**config.mk**
```make
export PLATFORM = sky130hd
export DESIGN_NAME = pipe_stall_ctrl
export DESIGN_NICKNAME = d
export VERILOG_FILES = /design/src/rtl/pipe_stall_ctrl.sv
export SDC_FILE = /design/constraint.sdc
export NUM_CORES = 1
export LEC_CHECK = 0
export ABC_AREA = 1
export ABC_CLOCK_PERIOD_IN_PS = 2800
export CORE_AREA = 2 2 39 41
export CTS_BUF_LIST = sky130_fd_sc_hd__clkbuf_2
export CTS_CLUSTER_SIZE = 16
export DETAILED_ROUTE_END_ITERATION = 10
export DIE_AREA = 0 0 41 43
export PLACE_DENSITY = 0.61
export SLEW_MARGIN = 10
export SYNTH_ARGS = -nofsm -noshare
export SYNTH_HDL_FRONTEND = slang
export SYNTH_SLANG_ARGS = --single-unit
export TNS_END_PERCENT = 30
```
**constraint.sdc**
```tcl
create_clock -name clk -period 2.8 [get_ports clk]
set_input_delay 0.56 -clock clk [delete_from_list [all_inputs] [get_ports clk]]
set_output_delay 0.56 -clock clk [all_outputs]
set_load 0.005 [all_outputs]
```
**src/rtl/pipe_stall_ctrl.sv**
```systemverilog
// Pipeline freeze/flush sequencer: merges SRAM wait-states, ID hazards and
// EXE branch flushes into per-stage freeze, flush and bubble controls.
// A branch that lands during an SRAM stall is held and replayed when the
// stall ends, so the flush is never lost.
module pipe_stall_ctrl #(
  parameter int unsigned SRAM_WAIT = 5,
  parameter int unsigned CNT_W     = 4
) (
  input  logic clk,
  input  logic rst,
  input  logic mem_r_en,
  input  logic mem_w_en,
  input  logic hazard,
  input  logic branch_taken,
  output logic freeze_if,
  output logic freeze_id,
  output logic freeze_exe,
  output logic freeze_mem,
  output logic flush,
  output logic bubble,
  output logic sram_ready,
  output logic sram_busy
);

  typedef enum logic {
    S_IDLE   = 1'b0,
    S_ACCESS = 1'b1
  } state_t;

  localparam logic [CNT_W-1:0] LAST_CNT = CNT_W'(SRAM_WAIT - 1);
  localparam bit               SINGLE   = (SRAM_WAIT == 1);

  state_t           r_state;
  logic [CNT_W-1:0] r_cnt;
  logic             r_pend_flush;

  logic w_mem_req;
  logic w_ready;
  logic w_stall;
  logic w_flush;

  // Stall/flush decode; everything is held low while reset is asserted
  always_comb begin
    w_mem_req = mem_r_en | mem_w_en;
    w_ready   = 1'b0;
    if (rst && w_mem_req) begin
      if (r_state == S_IDLE) w_ready = SINGLE;
      else                   w_ready = (r_cnt == LAST_CNT);
    end
    w_stall = rst & w_mem_req & ~w_ready;
    w_flush = rst & ~w_stall & (branch_taken | r_pend_flush);

    freeze_id  = w_stall;
    freeze_exe = w_stall;
    freeze_mem = w_stall;
    // Flush beats hazard: the hazarding instruction is being discarded anyway
    freeze_if  = w_stall | (rst & hazard & ~w_flush);
    flush      = w_flush;
    bubble     = rst & hazard & ~w_stall & ~w_flush;
    sram_ready = w_ready;
    sram_busy  = rst & (r_state == S_ACCESS);
  end

  // SRAM access sequencer: counts wait-states, aborts if the request drops
  always_ff @(posedge clk) begin
    if (!rst) begin
      r_state <= S_IDLE;
      r_cnt   <= '0;
    end else begin
      case (r_state)
        S_IDLE: begin
          if (w_mem_req && !SINGLE) begin
            r_cnt   <= CNT_W'(1);
            r_state <= S_ACCESS;
          end
        end
        S_ACCESS: begin
          if (!w_mem_req || w_ready) begin
            r_cnt   <= '0;
            r_state <= S_IDLE;
          end else begin
            r_cnt <= r_cnt + CNT_W'(1);
          end
        end
        default: begin
          r_cnt   <= '0;
          r_state <= S_IDLE;
        end
      endcase
    end
  end

  // Remember a branch that arrived while stalled; drop it once flushed
  always_ff @(posedge clk) begin
    if (!rst) begin
      r_pend_flush <= 1'b0;
    end else if (branch_taken && w_stall) begin
      r_pend_flush <= 1'b1;
    end else if (w_flush) begin
      r_pend_flush <= 1'b0;
    end
  end

endmodule
```
==> run summary, run 1 <==
================================================================================
Average via count per standard cell ...............................         4.07
Clock tree from TritonCTS .........................................        built
Reg clk slew, reported paths ......................................        50 ps
Met3 usage ........................................................       0.0314
Worst Hold Path Cells .............................................            2
Congestion Overflow GR ............................................            0
Power per cell area ...............................................  349 mW/mm^2
Critical path required time .......................................      2240 ps
Post-synthesis sequential area ratio ..............................        0.293
First-pass GRT wire length ........................................      1270 um
Capture point of the worst reg-to-reg path ........................     r_cnt[2]
Number of DRC violations after detailed-routing iteration 0 .......            1
Worst reg2reg path startpoint .....................................     r_cnt[0]
Number of fill cells ..............................................          149
Number of antenna cells inserted ..................................            0
Highest clock rate ................................................      384 MHz
Via count .........................................................          354
Synth Area per Inst ...............................................    7.20 um^2
GR met1 Demand/Resource ...........................................        0.153
Largest cells by area after synthesis ............................. dfxtp_1, inv_1, nand2_1
Number of levels in the clock H-tree ..............................            1
Count of buffers added by post-CTS timing repair for setup ........            0
Count of distinct cell types in the synthesized netlist ...........           19
Total wire length after detailed routing ..........................       806 um
R2r worst-path depth ..............................................            7
Router iterations before antenna repair ...........................            4
Largest fanout on the critical path ...............................            6
Pin count of the biggest net entering global routing ..............            7
Half-perimeter wire length of the detailed placement result .......       666 um
Cell area after technology mapping ................................     410 um^2
Relative slew margins .............................................        0.863
Clock Skew ........................................................      1.72 ps
Largest vdd supply drop ...........................................     0.173 mV
Std-Cell Core Area ................................................ 0.00138 mm^2
Number of max-capacitance violations reported .....................            0
Synthesis-to-finish area growth ...................................        36.6%
Starting density of the core ......................................        0.297
Fraction of synthesized cell area taken by the top area cell type .        0.293
RSZ-0062 raised after global routing ..............................        false
Leakage power .....................................................  0.000263 uW
Worst Hold Launch .................................................     r_cnt[3]
Endpoint, Worst Hold ..............................................     r_cnt[3]
Leading area contributor after synthesis ..........................      dfxtp_1
IO Port Bufs ......................................................           13
Met2 track demand over resource in global routing .................        0.141
Tightest Pin Transition ...........................................       206 ps
Drt wl/cell .......................................................      9.26 um
Crit path arrival time ............................................      2040 ps
Number of sinks driven by the clock tree ..........................            6
Post-Synthesis Cells ..............................................           57
Fraction of final layout cells with drive strength greater than 1 .        0.211
Category of the worst setup path launch point .....................    input pin
Register-to-register setup slack ..................................      1500 ps
Synthesis-stage register bit count ................................            6
Final clock period utilization by the worst path ..................        0.929
Min cycle time layout .............................................      2600 ps
Cts hold-fix bufs .................................................            0
Post-place instance area ..........................................     546 um^2
Remaining antenna violation count after routing ...................            0
Net count after synthesis .........................................           65
Number of max-slew violations in the final report .................            0
Buffer levels on the longest clock path ...........................            2
PostCTS Resize Cnt ................................................            0
Via count of the first global-routing pass ........................          315
Yosys warnings ....................................................            0
Overall track demand over capacity in global routing ..............        0.111
Final-stage net count .............................................           81
Die Area .......................................................... 0.00176 mm^2
Number of CTS-inserted buffers ....................................            3
Routability cong. .................................................        0.713
Final-report setup violation count ................................            0
Std-Cell Rows .....................................................           14
Post-route cell area ..............................................     561 um^2
Hold Crit Class ................................................... flop to flop
Result of the run ................................................. finished clean
Total negative slack ..............................................         0 ps
Global route hottest layer ........................................         met1
Number of design rule violations left after detail routing ........            0
Clock tree root driver cell .......................................     clkbuf_2
Initial antenna violation count ...................................            0
Vertical die dimension ............................................        43 um
Count of endpoints failing hold in the final timing report ........            0
Critical path type ................................................ input pin to primary output
Endpoint type of the worst setup path ............................. primary output
Die boundary width ................................................        41 um
Clock network latency to the later pin of the worst-skew pair .....       210 ps
Number of ports placed on the die boundary ........................           14
================================================================================
[worst max-delay path, cell delays in order]
cell and delay, ps:
clkdlybuf4s50_1 540, inv_2 100, nor2_4 150, o21ai_4 90
o31ai_1 70, clkdlybuf4s50_1 530
[logic make-up after synthesis]
| family | after synthesis | share of synthesized area |
|---|---|---|
| fa+ha+maj | 2 | 0.0610 |
| xor+xnor | 1 | 0.0213 |
| simple gates | 24 | 0.332 |
| compound gates | 7 | 0.119 |
| buf+inv | 17 | 0.174 |
| flops | 6 | 0.293 |
[power by group]
part	total, uW	internal [uW]	switching (uW)
Sequential	93.6	89.4	4.14
Clock	55.1	28.9	26.2
Combinational	46.9	24.9	22.0
Total	196	143	52.3
[final cells by class]
type | instances | area, um^2 | share of cell area
Multi-Input combinational cell | 34 | 219 | 0.391
Timing Repair Buffer | 13 | 130 | 0.232
Sequential cell | 6 | 120 | 0.214
Inverter | 15 | 56.3 | 0.100
Tap cell | 16 | 20.0 | 0.0357
Clock buffer | 3 | 15.0 | 0.0268
[per-layer routing]
| metal | wire length (um) | part of all wire |
|---|---|---|
| met5 | 0 | 0 |
| met4 | 0 | 0 |
| met3 | 22 | 0.027 |
| met2 | 373 | 0.46 |
| met1 | 410 | 0.51 |
[synthesized netlist by cell type, drive strengths merged]
library cell	instances
nand4	2
nor2	6
nor3	1
xor2	1
nand3	4
o31ai	1
dfxtp	6
inv	15
ha	2
nand2	11
a21oi	4
o21ai	2
buf	2
[state kept, by name, indices dropped and copies added (netlist names)]
register and cells:
r_state 1, r_cnt 4, r_pend_flush 1
[placed cells by master (no fill, tap or decap)]
cell             count
a21oi_1              4
clkbuf_2             3
clkdlybuf4s50_1     13
dfxtp_1              6
ha_1                 2
inv_1               12
inv_2                3
nand2_1              9
nand2_2              2
nand3_1              3
nand3_2              1
nand4_1              2
nor2_1               2
nor2_2               2
nor2_4               2
nor3_2               1
o21ai_0              1
o21ai_4              1
o31ai_1              1
xor2_1               1
[through the flow]
step / total power [uW] / hold slack [ps] / instances / setup WS (ps) / utilization
6_report: 196 / 496 / 87 / 198 / 0.405
5_1_grt: 207 / 538 / 87 / 124 / 0.405
4_1_cts: 200 / 496 / 87 / 185 / 0.405
3_5_place_dp: 143 / 490 / 84 / 185 / 0.394
3_3_place_gp: 142 / 488 / 84 / 215 / 0.394
2_1_floorplan: 120 / 456 / 57 / 1200 / -
[how the worst max path moves through the flow]
stage / from / depth (start not counted) / to
detailed placement: rst / 6 / freeze_if
global route: rst / 6 / freeze_if
CTS: rst / 6 / freeze_if
floorplan: mem_w_en / 5 / freeze_id
global placement: rst / 6 / freeze_if
finish: rst / 6 / freeze_if
Power figures use the tool's default switching activity.
==> run 2: changes to the inputs <==
--- a/config.mk
+++ b/config.mk
@@ -8,7 +8,7 @@
 export ABC_AREA = 1
 export ABC_CLOCK_PERIOD_IN_PS = 2800
 export CORE_AREA = 2 2 39 41
-export CTS_BUF_LIST = sky130_fd_sc_hd__clkbuf_2
+export CTS_BUF_LIST = sky130_fd_sc_hd__clkbuf_8
 export CTS_CLUSTER_SIZE = 16
 export DETAILED_ROUTE_END_ITERATION = 10
 export DIE_AREA = 0 0 41 43
==> run 2 against run 1 <==
Against the previous run:
- global-route usage rose by 0.70 points
- via count rose by 0.56%
- clock-buffer cell count did not move
- hold slack got worse by 2.2 ps
- critical path type unchanged
- largest cell class unchanged
==> run summary, run 2 (synthesis gave the netlist of run 1 again) <==
================================================================================
Total area of multi-input combinational cells .....................     219 um^2   unchanged
Number of stages on the worst setup path ..........................            6   unchanged
Fraction of final layout cells with drive strength greater than 1 .        0.211   unchanged
Capture point of the worst reg-to-reg path ........................     r_cnt[2]
Total wire length after detailed routing ..........................       809 um   +0.37%
Number of fill cells ..............................................          146   -2.0%
Number of levels in the clock H-tree ..............................            1   unchanged
Count of buffers added by post-CTS timing repair for setup ........            0   unchanged
Number of antenna cells inserted ..................................            0   unchanged
Via count .........................................................          356   +0.56%
Min cycle time layout .............................................      2600 ps   +0.374 ps
Power per cell area ...............................................  449 mW/mm^2   +29%
Post-route worst setup slack ......................................       198 ps   -0.374 ps
Longest individual stage delay on the worst path ..................       540 ps   about the same
IO Port Bufs ......................................................           13   unchanged
Highest clock rate ................................................      384 MHz   about the same
Commonest non-fill, non-tap cells in the layout ................... clkdlybuf4s50_1, inv_1, nand2_1
Tightest Pin Transition ...........................................       209 ps   +2.81 ps
Reg clk slew, reported paths ......................................        30 ps   -20 ps
Overall track demand over capacity in global routing ..............        0.118   +0.00705
Critical path required time .......................................      2240 ps   about the same
Largest Register ..................................................        r_cnt
Pin count of the biggest net entering global routing ..............            7   unchanged
Relative contribution of combinational cells to total power .......        0.178   -0.062
Largest vdd supply drop ...........................................     0.264 mV   +53%
Final-stage net count .............................................           81   unchanged
Via count of the first global-routing pass ........................          317   +0.63%
Die boundary width ................................................        41 um   unchanged
Die Area .......................................................... 0.00176 mm^2   unchanged
Net switching share of the total power ............................        0.216   -0.0511
Average via count per standard cell ...............................         4.09   +0.56%
Half-perimeter wire length of the detailed placement result .......       666 um   unchanged
Cts hold-fix bufs .................................................            0   unchanged
RSZ-0062 raised after global routing ..............................        false
Result of the run ................................................. finished clean
Post-layout total power ...........................................       264 uW   +35%
Number of sinks driven by the clock tree ..........................            6   unchanged
Remaining antenna violation count after routing ...................            0   unchanged
Sequential standard cell area .....................................     120 um^2   unchanged
Worst slack after detailed placement ..............................       185 ps   unchanged
Clock Skew ........................................................     0.437 ps   -1.28 ps
Routability cong. .................................................        0.713   unchanged
Leading registers by flop count ................................... r_cnt x4, r_pend_flush x1, r_state x1
Number of max-slew violations in the final report .................            0   unchanged
Total negative slack ..............................................         0 ps   unchanged
CP Capture Point ..................................................    freeze_if
Register-to-register setup slack ..................................      1500 ps   about the same
Cells traversed along the worst timing path ....................... clkdlybuf4s50_1, inv_2, nor2_4, o21ai_4, o31ai_1, clkdlybuf4s50_1
Initial antenna violation count ...................................            0   unchanged
Leakage power .....................................................  0.000272 uW   +3.5%
First-pass GRT wire length ........................................      1300 um   +2.8%
Crit path arrival time ............................................      2040 ps   about the same
Relative slew margins .............................................        0.861   -0.00188
Clock tree root driver cell .......................................     clkbuf_8
Clock tree from TritonCTS .........................................        built
Gate family responsible for the most delay along the worst path ... buffers and inverters
CP bufs+invs ......................................................            3   unchanged
Number of DRC violations after detailed-routing iteration 0 .......            1   unchanged
Clock share of power ..............................................        0.465   +0.183
Starting density of the core ......................................        0.297   unchanged
Std-Cell Core Area ................................................ 0.00138 mm^2   unchanged
Count of endpoints failing hold in the final timing report ........            0   unchanged
Largest fanout on the critical path ...............................            6   unchanged
Final-report setup violation count ................................            0   unchanged
Final clock period utilization by the worst path ..................        0.929   about the same
Number of design rule violations left after detail routing ........            0   unchanged
R2r worst-path depth ..............................................            7   unchanged
Congestion Overflow GR ............................................            0   unchanged
Vertical die dimension ............................................        43 um   unchanged
Buffer levels on the longest clock path ...........................            2   unchanged
Clock network latency to the later pin of the worst-skew pair .....       220 ps   about the same
Worst reg2reg path startpoint .....................................     r_cnt[0]
Critical-path cell with the highest stage delay ................... clkdlybuf4s50_1
Endpoint type of the worst setup path ............................. primary output
Critical path origin ..............................................          rst
Hold Crit Class ................................................... flop to flop
Number of max-capacitance violations reported .....................            0   unchanged
Synthesis-to-finish area growth ...................................        43.0%
Sequential fraction of design power ...............................        0.357   -0.122
Utilization of the core after routing .............................        0.424   +0.0190
Cell with the most instances on the worst path .................... clkdlybuf4s50_1
Net switching power ...............................................      57.0 uW   +9.0%
Drt wl/cell .......................................................      9.30 um   +0.37%
Std-Cell Rows .....................................................           14   unchanged
Category of the worst setup path launch point .....................    input pin
Number of CTS-inserted buffers ....................................            3   unchanged
Internal power summed over all cells ..............................       207 uW   +44%
PostCTS Resize Cnt ................................................            0   unchanged
Number of ports placed on the die boundary ........................           14   unchanged
Most common cell after layout, fill and taps aside ................ clkdlybuf4s50_1
Max reg flops .....................................................            4   unchanged
Router iterations before antenna repair ...........................            4   unchanged
Critical path type ................................................ input pin to primary output
================================================================================
[run 2: changes by cell type in the layout (fill, tap and decap cells not counted)]
cell / before / now
clkbuf_2: 3 / 0
clkbuf_8: 0 / 3
[run 2: stage by stage]
| stage | hold WS, ps | instance area, um^2 | cells |
|---|---|---|---|
| after CTS | 494 | 587 | 87 |
| after detailed placement | 490 | 546 | 84 |
| after floorplan | 456 | 410 | 57 |
| after global placement | 488 | 546 | 84 |
| after global routing | 535 | 587 | 87 |
| final | 494 | 587 | 87 |
[run 2: worst min-delay path, cell delays in order (launching register included)]
cell and delay [ps]:
dfxtp_1 310, nand2_1 70, a21oi_1 60
[run 2: cell type report]
| type | count | share of cell area |
|---|---|---|
| clock buffer | 3 | 0.0704 |
| inverter | 15 | 0.0959 |
| multi-input combinational | 34 | 0.373 |
| sequential | 6 | 0.205 |
| tap | 16 | 0.0341 |
| timing repair buffer | 13 | 0.222 |
[run 2: power by group through the flow]
stage | Clock, uW | Sequential, uW | Combinational [uW]
floorplan | 0 | 94.1 | 26.0
global placement | 0 | 95.6 | 46.9
detailed placement | 0 | 95.4 | 47.5
CTS | 126 | 94.2 | 47.6
global route | 131 | 95.1 | 51.3
finish | 123 | 94.1 | 46.9
[run 2: worst min-delay path by stage]
stage / start / to / slack [ps] / cells past startpoint
after detailed placement: r_cnt[3] / r_cnt[3] / 490 / 2
after global routing: r_cnt[3] / r_cnt[3] / 540 / 2
after global placement: r_cnt[3] / r_cnt[3] / 490 / 2
final: r_cnt[3] / r_cnt[3] / 490 / 2
after CTS: r_cnt[3] / r_cnt[3] / 490 / 2
after floorplan: r_cnt[3] / r_cnt[3] / 460 / 2
[run 2: per-layer routing]
layer	track usage	vias up	wire, um
li1	-	203	-
met1	0.156	149	414
met2	0.141	4	372
met3	0.0471	0	21
met4	0.100	0	0
met5	0	-	0
==> run 3: changes to the inputs <==
--- a/config.mk
+++ b/config.mk
@@ -13,6 +13,8 @@
 export DETAILED_ROUTE_END_ITERATION = 10
 export DIE_AREA = 0 0 41 43
 export PLACE_DENSITY = 0.61
+export SETUP_SLACK_MARGIN = 0.05
+export SKIP_LAST_GASP = 1
 export SLEW_MARGIN = 10
 export SYNTH_ARGS = -nofsm -noshare
 export SYNTH_HDL_FRONTEND = slang
==> results of run 3 <==
No change in the layout: final DEF, timing and power equal those of run 2.
==> RTL edit 1 (settings of run 1) <==
Set the parameter `CNT_W` to 3 (it was 4).
--- a/src/rtl/pipe_stall_ctrl.sv
+++ b/src/rtl/pipe_stall_ctrl.sv
@@ -5,5 +5,5 @@
 module pipe_stall_ctrl #(
   parameter int unsigned SRAM_WAIT = 5,
-  parameter int unsigned CNT_W     = 4
+  parameter int unsigned CNT_W     = 3
 ) (
   input  logic clk,
Function: same outputs for any inputs over 10 cycles, from zero or initial values and one cycle with rst low; that may be too few to reach the edited logic, so the function may still have changed.
==> RTL edit 1 against run 1 <==
- total power down 4.7%
- sequential share of layout area down 0.43 points
- clock skew about the same
- cell area down 15%
- sequential cell count down 1
- wire length down 16%
- sequential power down 16%
- worst setup slack worse by 0.011 ns
- area after synthesis down 22%
==> RTL edit 1: results (changes against run 1) <==
- Result of the run: completed
- Synthesized instance count: 45 (-21%)
* GR Util met1: 0.1194 (-0.03324)
- Share of the clock period used by the worst path after layout: 0.9332 (+0.004010)
- The number of global-route vias before repair was 292 (-7.3%).
* Leakage: 0.2353 nW (-11%)
- The routed via count is 305 (-14%).
- Final hold slack: 0.4933 ns (-0.002416 ns)
- Share of synthesized area occupied by flip-flops and latches: 0.3113 (+0.01860)
- Share of total power consumed by net switching: 0.2671 (-0.0003616)
- Met3 track utilization from global routing: 0.01571 (-0.01571)
* Post-placement worst setup slack: 0.1711 ns (-0.01421 ns)
- The largest registers in the layout are r_cnt (3), r_pend_flush (1), r_state (1).
* Overall Global Routing Usage: 0.09447 (-0.01630)
- Worst EP arrival: ~2.1 ns
* Top cells by instance count after synthesis: 7 x sky130_fd_sc_hd__inv_1, 5 x sky130_fd_sc_hd__dfxtp_1, 5 x sky130_fd_sc_hd__nor2_1
- Largest net degree at the start of global routing: 6 (-1)
* Mapped Nets: 53 (-18%)
* Slew at the pin closest to its max-slew limit: 0.2830 ns (+0.07704 ns)
- Clock latency of the later-clocked register in the worst-skew pair: 0.21 ns (about the same)
- Worst stage delay on the critical path: 0.55 ns
- Grouping stages by cell kind, the critical path spends the most delay in buffers and inverters.
* Post-synth top flop: sky130_fd_sc_hd__dfxtp_1
- The min-delay analysis places its worst path in the category reg -> reg.
- The detailed placer's ending HPWL was 566.8 um (-15%).
* Worst clock skew: 0.001692 ns (-0.00002515 ns)
- Top cells by area in the synthesized netlist: sky130_fd_sc_hd__dfxtp_1 31%, sky130_fd_sc_hd__inv_1 8.2%, sky130_fd_sc_hd__ha_1 7.8%, sky130_fd_sc_hd__nor2_4 7.0%, sky130_fd_sc_hd__nor2_1 5.8%
- Global-route wire length before repair: 1110 um (-13%)
* Global Route met2 Usage: 0.1219 (-0.01875)
* RD Place Congestion: 0.6462 (-9.4%)
- Met3 WL post-DR: 26 um (+18%)
- The fill cell instance count of the final layout came to 143 (-4.0%).
- Proportion of layout cells with a drive suffix above 1: 0.2333 (+0.02207)
- The average vias per placed instance is 4.013 (-1.4%).
- The wire length on met2 is 320 um (-14%).
* Post-CTS resize count: 0 (unchanged)
- The setup slack of the worst register-to-register path was 1.64 ns (+0.14 ns).
- The fraction of synthesis flops using an asynchronous set or reset pin was 0 (unchanged).
- The length of routed wiring on met1 came to 323 um (-21%).
* Placed insts: 72 (-14%)
* Number of CTS-inserted buffers: 3 (unchanged)
- Critical-path maximum fanout: 5 (-1)
- The number of DRC violations after detailed-routing iteration 0 is 7 (+6).
- The net count reported at finish was 69 (-15%).
- Wirelength, routed: 678 um (-16%)
- The detailed router used layers up to and including met4.
* Peak supply drop: 0.1222 mV (-29%)
- Netlist cell types: 17 (-2)
==> RTL edit 1: changes by cell type after synthesis, sizes merged <==
cell / run 1 / this run
nand2: 11 / 6
a21oi: 4 / 2
dfxtp: 6 / 5
inv: 15 / 11
nand4: 2 / 1
nor2: 6 / 8
o31ai: 1 / 0
nand3: 4 / 3
o21ai: 2 / 3
==> RTL edit 1: worst paths after layout <==
kind,start,end,cells past startpoint
worst min-delay path,r_cnt[1],r_cnt[1],2
worst max-delay path,rst,freeze_if,6
worst min register to register,r_cnt[1],r_cnt[1],2
worst max register to register,r_cnt[0],r_cnt[1],7
==> RTL edit 1: kinds of logic after synthesis <==
group           synth area share
xor+xnor                 0.02724
fa+ha+maj                0.07781
simple gates              0.3307
compound gates           0.07781
flops                     0.3113
buf+inv                   0.1751
==> RTL edit 1: stage by stage <==
| step | instance area (um^2) | utilization |
|---|---|---|
| finish | 476.7 | 0.3445 |
| global route | 476.7 | 0.3445 |
| CTS | 476.7 | 0.3445 |
| detailed placement | 456.7 | 0.3300 |
| global placement | 456.7 | 0.3300 |
| floorplan | 321.6 | - |
==> RTL edit 1: final cells by class <==
cell class	instances	area, um^2	area share
well taps	16	20.02	0.04199
inverters	11	41.29	0.08661
multi-input cells	27	165.2	0.3465
repair buffers	13	130.1	0.2730
clock buffers	4	20.02	0.04199
flip-flops and latches	5	100.1	0.2100
==> RTL edit 1: power by group through the flow <==
stage | clock (W) | combinational (W) | sequential, W
finish | 0.0000651 | 0.0000431 | 0.0000782
global route | 0.0000717 | 0.0000476 | 0.0000786
CTS | 0.0000684 | 0.0000437 | 0.0000782
detailed placement | 0 | 0.0000436 | 0.0000797
global placement | 0 | 0.0000427 | 0.0000795
floorplan | 0 | 0.0000220 | 0.0000789
==> RTL edit 2 (config.mk and constraints of run 1) <==
Made on the original files. Make the reset (`rst`) asynchronous in 2 clocked blocks.
--- a/src/rtl/pipe_stall_ctrl.sv
+++ b/src/rtl/pipe_stall_ctrl.sv
@@ -63,5 +63,5 @@
 
   // SRAM access sequencer: counts wait-states, aborts if the request drops
-  always_ff @(posedge clk) begin
+  always_ff @(posedge clk or negedge rst) begin
     if (!rst) begin
       r_state <= S_IDLE;
@@ -92,5 +92,5 @@
 
   // Remember a branch that arrived while stalled; drop it once flushed
-  always_ff @(posedge clk) begin
+  always_ff @(posedge clk or negedge rst) begin
     if (!rst) begin
       r_pend_flush <= 1'b0;
Behaviour: same outputs for any inputs over 10 cycles, from zero or initial values and one cycle with rst low; that may be too few to reach the edited logic, so the function may still have changed.
==> RTL edit 2 against run 1 <==
- via count grew 12%
- area after synthesis grew 1.8%
- hold slack gained 0.020 ns
- wire length grew 8.1%
- sequential cell count is the same
- cell area grew 2.7%
- worst setup slack gained 0.022 ns
- first-iteration DRC count grew to 6.0 times the old value
Power is not compared: it rests on default switching activity, and its combinational part moved more than twofold at a synthesized area within 25%.
==> RTL edit 2: results (changes against run 1) <==
- The run finished with clean final reports.
- The initial antenna violation count is 0 (unchanged).
- Number of antenna cells inserted: 0 (unchanged)
- The first-pass iteration count of the detailed router came to 3 (-1).
- Combined flip-flop and latch cell area: 150.1 um^2 (+25%)
* Final hold slack: 0.5157 ns (+0.01999 ns)
- The number of gates resized after cts is 0 (unchanged).
- The most used flip-flop cell after synthesis is sky130_fd_sc_hd__dfrtp_1.
* DRT iter0 DRCs: 6 (+5)
* Peak supply drop: between 0.3 and 0.4 mV
* Largest net degree at the start of global routing: 11 (+4)
- Root buffer selected by CTS: sky130_fd_sc_hd__clkbuf_2
* Top cells by area in the synthesized netlist: sky130_fd_sc_hd__dfrtp_1 36%, sky130_fd_sc_hd__nand2_1 14%, sky130_fd_sc_hd__inv_1 6.3%, sky130_fd_sc_hd__ha_1 6.0%, sky130_fd_sc_hd__nand4_1 6.0%
- Post-layout nets: 84 (+3.7%)
- The maximum number of buffers from clock root to sink was 2 (unchanged).
* Number of CTS-inserted buffers: 3 (unchanged)
- Setup slack, reg-to-reg: 1.57 ns (+0.07 ns)
- Critical-path maximum fanout: 4 (-2)
- Number of inserted filler cells in the final layout: 155 (+4.0%)
- Registers with the most flip-flops: r_cnt (4), r_pend_flush (1), r_state (1)
- Vias in the first global route: 364 (+16%)
* Share of synthesized area occupied by flip-flops and latches: 0.3593 (+0.06660)
* Post-placement worst setup slack: 0.2040 ns (+0.01863 ns)
* Clock input transition at the sequential cells of the worst setup and hold paths: 0.06 ns
* CTS H-tree lvls: 1 (unchanged)
- RD Place Congestion: 0.7908 (+11%)
* Placed insts: 87 (+3.6%)
- Detailed placement HPWL: 667.8 um (+0.24%)
* IO buf count: 13 (unchanged)
* Worst hold-check path type: reg -> reg
- The worst-case clock skew was 0.0005102 ns (-0.001206 ns).
- Leakage: about 0.30 nW
- The routed via count is 398 (+12%).
- The routed wirelength normalized by instance count came to 9.678 um (+4.5%).
- The peak clock frequency supported by timing came to 387.6 MHz (+0.85%).
- Proportion of layout cells with a drive suffix above 1: 0.2162 (+0.004949)
- Netlist cell types: 16 (-3)
* Number of buffers added for setup after CTS: 0 (unchanged)
- Counting instances in the post-synthesis netlist gives the leading cell types as 16 x sky130_fd_sc_hd__nand2_1, 7 x sky130_fd_sc_hd__inv_1, 6 x sky130_fd_sc_hd__dfrtp_1, 6 x sky130_fd_sc_hd__nor2_1.
* Synthesized instance count: 59 (+3.5%)
- Total negative slack: 0 ns (unchanged)
* Slew at the pin closest to its max-slew limit: 0.2649 ns (+0.05891 ns)
* Share of async-settable or async-resettable flops after synthesis: 1.000 (+1.000)
- The total placed instance area was 560.5 um^2 (+2.8%).
- The number of synthesis warnings was 0 (unchanged).
- Clock latency of the later-clocked register in the worst-skew pair: 0.22 ns
* Worst EP arrival: 2.02 ns (-0.02 ns)
- Avg Vias per Cell: 4.422 (+8.7%)
- The total nets after synthesis is 67 (+3.1%).
- Overall Global Routing Usage: 0.1216 (+0.01081)
* Global-route wire length before repair: 1393 um (+9.8%)
==> RTL edit 2: report_power, final <==
part | switching (W) | total, W | internal (W)
sequential | 0.0000334 | 0.000144 | 0.000111
combinational | 0.0000677 | 0.000135 | 0.0000670
clock | 0.0000319 | 0.0000609 | 0.0000290
==> RTL edit 2: worst paths after layout <==
kind                         startpoint            to  depth (start not counted)
setup / recovery               mem_w_en         flush                          7
hold / removal             r_pend_flush  r_pend_flush                          2
setup reg to reg               r_cnt[0]      r_cnt[2]                          7
hold reg to reg            r_pend_flush  r_pend_flush                          2
max in group asynchronous           rst  r_pend_flush                          2
min in group asynchronous           rst      r_cnt[1]                          2
==> RTL edit 2: worst max-delay path, cell delays in order <==
cell	delay [ns]
sky130_fd_sc_hd__clkdlybuf4s50_1	0.41
sky130_fd_sc_hd__nor2_2	0.20
sky130_fd_sc_hd__nor2_2	0.07
sky130_fd_sc_hd__o21ai_2	0.09
sky130_fd_sc_hd__inv_2	0.08
sky130_fd_sc_hd__nor3_2	0.10
sky130_fd_sc_hd__clkdlybuf4s50_1	0.51
==> RTL edit 2: cell type report <==
| cell class | count | area share |
|---|---|---|
| Sequential cell | 6 | 0.2609 |
| Tap cell | 16 | 0.03478 |
| Clock buffer | 3 | 0.02609 |
| Multi-Input combinational cell | 40 | 0.3674 |
| Inverter | 11 | 0.07174 |
| Timing Repair Buffer | 14 | 0.2391 |
==> RTL edit 2: cell families after synthesis <==
family	after synthesis	share of synthesized area
compound gates	5	0.07784
fa+ha+maj	2	0.05987
buf+inv	13	0.1347
flops	6	0.3593
simple gates	33	0.3682
==> RTL edit 2: per-layer routing <==
metal	track usage	up-vias	wire length, um
li1	-	214	-
met3	0.03141	2	57
met2	0.1906	14	407
met4	0.1000	0	15
met1	0.1258	168	390
met5	0	-	0
